--- config.mk ---
export PLATFORM = sky130hd
export DESIGN_NAME = forward_scoreboard
export DESIGN_NICKNAME = d
export VERILOG_FILES = /design/src/rtl/forward_scoreboard.sv
export SDC_FILE = /design/constraint.sdc
export NUM_CORES = 1
export LEC_CHECK = 0
export ABC_AREA = 1
export CORE_MARGIN = 2
export CORE_UTILIZATION = 28
export CTS_CLUSTER_SIZE = 20
export DETAILED_ROUTE_END_ITERATION = 12
export SYNTH_ARGS = -nofsm -noshare
export SYNTH_HDL_FRONTEND = slang
export SYNTH_SLANG_ARGS = --single-unit
export TNS_END_PERCENT = 10
--- constraint.sdc ---
create_clock -name CLK -period 5.67 [get_ports CLK]
set_clock_uncertainty 0.05 [all_clocks]
set_input_delay 1.701 -clock CLK [delete_from_list [all_inputs] [get_ports CLK]]
set_output_delay 1.701 -clock CLK [all_outputs]
set_load 0.05 [all_outputs]
--- src/rtl/forward_scoreboard.sv ---
// Decode-stage operand forwarding select, load-use detection and a small
// long-latency-op scoreboard with timed writeback and a stall statistic.
package forward_scoreboard_pkg;
   typedef logic [4:0] reg_t;
endpackage

module forward_scoreboard
   import forward_scoreboard_pkg::*;
#(
   parameter int NREAD  = 2,
   parameter int NSTAGE = 2,
   parameter int NLOP   = 2,
   parameter int LATW   = 4,
   localparam int SELW  = $clog2(NSTAGE + 1)
) (
   input  logic                    CLK,
   input  logic                    nRST,
   input  logic [NREAD*5-1:0]      id_rsel,
   input  logic [NSTAGE*5-1:0]     stage_rd,
   input  logic [NSTAGE-1:0]       stage_wen,
   input  logic [NSTAGE-1:0]       stage_load,
   input  logic                    lop_issue,
   input  reg_t                    lop_rd,
   input  logic [LATW-1:0]         lop_lat,
   output logic [NREAD*SELW-1:0]   fwd_sel,
   output logic                    stall,
   output logic                    lop_ready,
   output logic                    lop_wb,
   output reg_t                    lop_wb_rd,
   output logic [15:0]             stall_cycles
);

   localparam int IDXW = (NLOP > 1) ? $clog2(NLOP) : 1;
   localparam logic [LATW-1:0] LAT_ONE = LATW'(1'b1);

   logic [NLOP-1:0]      valid_r;
   reg_t                 rd_r  [NLOP];
   logic [LATW-1:0]      cnt_r [NLOP];
   logic [15:0]          stall_cnt_r;

   logic [NREAD*SELW-1:0] fwd_sel_s;
   logic [NREAD-1:0]      load_use_s;
   logic                  sb_hit_s;
   logic                  wb_hit_s;
   logic [IDXW-1:0]       wb_idx_s;
   reg_t                  wb_rd_s;
   logic                  free_hit_s;
   logic [IDXW-1:0]       free_idx_s;
   logic                  alloc_s;
   logic [LATW-1:0]       lat_load_s;
   logic                  stall_s;

   // Forward select per read port: scanning from the oldest stage down lets the nearest match win.
   always_comb begin
      fwd_sel_s  = {(NREAD*SELW){1'b0}};
      load_use_s = {NREAD{1'b0}};
      for (int p = 0; p < NREAD; p++) begin
         for (int k = NSTAGE - 1; k >= 0; k--) begin
            if ((id_rsel[p*5 +: 5] != 5'd0) && stage_wen[k] &&
                (stage_rd[k*5 +: 5] == id_rsel[p*5 +: 5])) begin
               fwd_sel_s[p*SELW +: SELW] = SELW'(k + 1);
               load_use_s[p]             = stage_load[k];
            end else begin
               fwd_sel_s[p*SELW +: SELW] = fwd_sel_s[p*SELW +: SELW];
               load_use_s[p]             = load_use_s[p];
            end
         end
      end
   end

   // Scoreboard hazard: any valid entry, including one writing back now, blocks its rd.
   always_comb begin
      sb_hit_s = 1'b0;
      for (int p = 0; p < NREAD; p++) begin
         for (int e = 0; e < NLOP; e++) begin
            if (valid_r[e] && (id_rsel[p*5 +: 5] != 5'd0) && (rd_r[e] == id_rsel[p*5 +: 5])) begin
               sb_hit_s = 1'b1;
            end else begin
               sb_hit_s = sb_hit_s;
            end
         end
      end
   end

   // Lowest-index writeback winner and lowest-index free slot, both from current state.
   always_comb begin
      wb_hit_s   = 1'b0;
      wb_idx_s   = {IDXW{1'b0}};
      wb_rd_s    = 5'd0;
      free_hit_s = 1'b0;
      free_idx_s = {IDXW{1'b0}};
      for (int e = NLOP - 1; e >= 0; e--) begin
         if (valid_r[e] && (cnt_r[e] == LAT_ONE)) begin
            wb_hit_s = 1'b1;
            wb_idx_s = IDXW'(e);
            wb_rd_s  = rd_r[e];
         end else begin
            wb_hit_s = wb_hit_s;
         end
         if (!valid_r[e]) begin
            free_hit_s = 1'b1;
            free_idx_s = IDXW'(e);
         end else begin
            free_hit_s = free_hit_s;
         end
      end
   end

   assign alloc_s    = lop_issue && free_hit_s && (lop_rd != 5'd0);
   assign lat_load_s = (lop_lat == {LATW{1'b0}}) ? LAT_ONE : lop_lat;
   assign stall_s    = (|load_use_s) | sb_hit_s;

   // Scoreboard entries: allocate, retire on writeback, otherwise count down to 1 and hold.
   always_ff @(posedge CLK or negedge nRST) begin
      if (!nRST) begin
         valid_r <= {NLOP{1'b0}};
         for (int e = 0; e < NLOP; e++) begin
            rd_r[e]  <= 5'd0;
            cnt_r[e] <= {LATW{1'b0}};
         end
      end else begin
         for (int e = 0; e < NLOP; e++) begin
            if (alloc_s && (free_idx_s == IDXW'(e))) begin
               valid_r[e] <= 1'b1;
               rd_r[e]    <= lop_rd;
               cnt_r[e]   <= lat_load_s;
            end else if (wb_hit_s && (wb_idx_s == IDXW'(e))) begin
               valid_r[e] <= 1'b0;
            end else if (valid_r[e] && (cnt_r[e] > LAT_ONE)) begin
               cnt_r[e] <= cnt_r[e] - LAT_ONE;
            end else begin
               cnt_r[e] <= cnt_r[e];
            end
         end
      end
   end

   // Saturating count of cycles spent stalled.
   always_ff @(posedge CLK or negedge nRST) begin
      if (!nRST) begin
         stall_cnt_r <= 16'd0;
      end else if (stall_s && (stall_cnt_r != 16'hFFFF)) begin
         stall_cnt_r <= stall_cnt_r + 16'd1;
      end else begin
         stall_cnt_r <= stall_cnt_r;
      end
   end

   assign fwd_sel      = fwd_sel_s;
   assign stall        = stall_s;
   assign lop_ready    = free_hit_s;
   assign lop_wb       = wb_hit_s;
   assign lop_wb_rd    = wb_rd_s;
   assign stall_cycles = stall_cnt_r;

endmodule

==> results.sh <==
export IMPL_rows=36
export IMPL_reg2reg_depth=7
export IMPL_slew_headroom_pct=49.75
export IMPL_min_period_ns=5.233
export IMPL_finalCritPeriodShare_pct=92.29
export IMPL_synth_edf_count=0
export IMPL_setup_viol=0
export IMPL_worstHoldPathCells=2
export IMPL_num_vias=2934
export IMPL_clkSinkCount=36
export IMPL_min_to="cnt_r[5]$_DFFE_PN0P_"
export IMPL_grt_pass1_vias=2804
export IMPL_antenna_found_initial=0
export IMPL_cts_buffers=5
export IMPL_coreArea_sq_mm=0.009864
export IMPL_status="finished, final reports clean"
export IMPL_max_freq_mhz=191.1
export IMPL_drc=0
export IMPL_diodes=0
export IMPL_floorplan_initialDensity_pct=29.10
export IMPL_tightestPinTransition_ns=0.7515
export IMPL_end_kind="output pin"
export IMPL_synthArstFlopShare_pct=100.0
export IMPL_worst_hold_path_type="flip-flop to flip-flop"
export IMPL_holdWs_ns=0.4879
export IMPL_drt_wl_total_mm=7.748
export IMPL_cts_buffer_depth=2
export IMPL_num_io_pins=64
export IMPL_final_nets=552
export IMPL_dieArea_sq_mm=0.01108
export IMPL_min_from="cnt_r[5]$_DFFE_PN0P_"
export IMPL_dpl_hpwl_mm=6.102
export IMPL_drive_gt1_share_pct=8.008
export IMPL_peakVddDrop_mv=0.1151
export IMPL_post_dp_cell_area_sq_mm=0.003615
export IMPL_detail_route_antenna_nets=0
export IMPL_drv_slew=0
export IMPL_avgRoutedWirePerCell_um=12.01
export IMPL_cts_resized=0
export IMPL_syn_area_sq_mm=0.002870
export IMPL_cts_tree="yes"
export IMPL_finalHoldViolCount=0
export IMPL_synth_largest_area_cell="dfrtp_1"
export IMPL_power_density_mw_per_mm2=369.3
export IMPL_rr_endpoint="stall_cycles[15]$_DFFE_PN0P_"
export IMPL_cp_required_ns=3.92
export IMPL_grt_pass1_wl_mm=13.01
export IMPL_overflow=0
export IMPL_cts_root_buffer="clkbuf_8"
export IMPL_ys_types=33
export IMPL_die_w_um=105.2
export IMPL_worstSetupPathType="primary input to output pin"
export IMPL_place_congestion=0.9158
export IMPL_worst_path_max_fanout=21
export IMPL_worst_ep_arrival_time_ns=3.48
export IMPL_ff2ff_setup_slack_ns=3.28
export IMPL_synth_ff_type="dfrtp_1"
export IMPL_die_h_um=105.2
export IMPL_dr_pass1_iters=4
export IMPL_synth_area_per_cell_sq_um=6.407
export IMPL_clk_latency_ns=0.29
export IMPL_synth_warnings=0
export IMPL_ys_seq_elements=36
export IMPL_p_leak_nw=1.824
export IMPL_ctsHtreeMaxLevel=2
export IMPL_synthCells=448
export IMPL_total_power_w=0.001375
export IMPL_area_growth_syn_to_layout_pct=29.69
export IMPL_portBuffers=63
export IMPL_post_cts_buffers=0
export IMPL_rsz0062_at_grt="false"
export IMPL_grt_usage_pct=14.10
export IMPL_tns_ns=0
export IMPL_maxCapViolations=0
export IMPL_synth_top_area_share_pct=31.39
export IMPL_drt_iter0_markers=238
export IMPL_vias_per_cell=4.549
export IMPL_r2r_start="stall_cycles[0]$_DFFE_PN0P_"
export IMPL_syn_num_nets=489
export IMPL_fin_area_sq_mm=0.003722
export IMPL_yosysSeqAreaShare_pct=31.39
export IMPL_postCtsHoldBufs=0
export IMPL_grt_max_degree=37
export IMPL_synth_area_leaders="dfrtp_1 (31%), nand2_1 (21%), inv_1 (7.2%)"
export IMPL_clk_pin_slew_ns=0.07
export IMPL_critPathLaunchType="primary input"
## power by group
part	internal, W	switching (W)
clock	0.000131	0.0000946
combinational	0.000263	0.000440
sequential	0.000342	0.000104
## cell usage after synthesis, types with 2 or more instances
library cell	instances
o221ai_1	2
o21ai_0	20
inv_1	55
dfrtp_1	36
inv_2	7
o21ai_1	2
nand3_2	2
o22ai_1	4
nand2_1	157
a21oi_1	4
nand3_1	35
nor4_1	3
nand4_1	8
xor2_1	12
buf_2	2
o211ai_1	2
nor2_1	39
xnor2_1	10
nand2_4	2
nor2_2	3
clkbuf_1	3
nor3_1	14
nand2_2	12
ha_1	5
## through the flow
step | std cells | util [%] | setup WS (ns)
floorplan | 448 | - | 0.3436
global placement | 637 | 36.64 | 0.4529
detailed placement | 637 | 36.64 | 0.4397
CTS | 645 | 37.73 | 0.4323
global route | 645 | 37.73 | 0.2607
finish | 645 | 37.73 | 0.4369
## worst max path at each step
stage	startpoint	to	slack (ns)	cells past startpoint
finish	id_rsel[7]	stall	0.44	11
floorplan	id_rsel[7]	fwd_sel[3]	0.34	8
detailed placement	id_rsel[7]	stall	0.44	12
CTS	id_rsel[7]	stall	0.43	12
global placement	id_rsel[7]	stall	0.45	12
global route	id_rsel[3]	stall	0.26	12
## kinds of logic after synthesis
kind of cell / count (synthesis) / synth area share (%)
compound gates: 37 / 7.411
xor+xnor: 22 / 6.713
buf+inv: 71 / 10.33
simple gates: 277 / 41.98
flops: 36 / 31.39
fa+ha+maj: 5 / 2.180
## registers in the layout (all words and copies together), names as in the netlist
name	cells
rd_r	10
cnt_r	8
stall_cycles	16
valid_r	2
## cell type report
cell class | count | area, sq um
Fill cell | 1060 | 6142
Multi-Input combinational cell | 341 | 1673
Sequential cell | 36 | 900.9
Timing Repair Buffer | 64 | 638.1
Inverter | 63 | 236.5
Tap cell | 133 | 166.4
Clock buffer | 6 | 72.57
Clock inverter | 2 | 35.03
## cell usage in the layout (no fill, tap or decap), drive strengths merged, types with 8 or more instances in the layout
master         netlist  routed
clkdlybuf4s50        0      58
dfrtp               36      36
inv                 62      62
nand2              171     171
nand3               37      37
nand4                8       8
nor2                43      43
nor3                14      14
o21ai               22      22
xnor2               10      10
xor2                12      12
## worst max-delay path, cell delays in order
cell             delay [ns]
clkdlybuf4s50_1        0.66
nor2_1                 0.10
nand3_2                0.10
clkinv_1               0.09
nor2_2                 0.11
nand2_1                0.09
nand3_2                0.07
nand2_2                0.06
nor2_4                 0.12
nand2_4                0.16
buf_12                 0.20
## layer usage
| layer | global-route usage [%] | vias up | share of wire [%] |
|---|---|---|---|
| met3 | 2.288 | 12 | 4.4 |
| met4 | 5.238 | 0 | 2.4 |
| met5 | 0 | - | 0 |
| li1 | - | 1535 | - |
| met1 | 18.66 | 1320 | 47 |
| met2 | 23.09 | 67 | 46 |
Note: power is estimated with default switching activity, not from simulation.
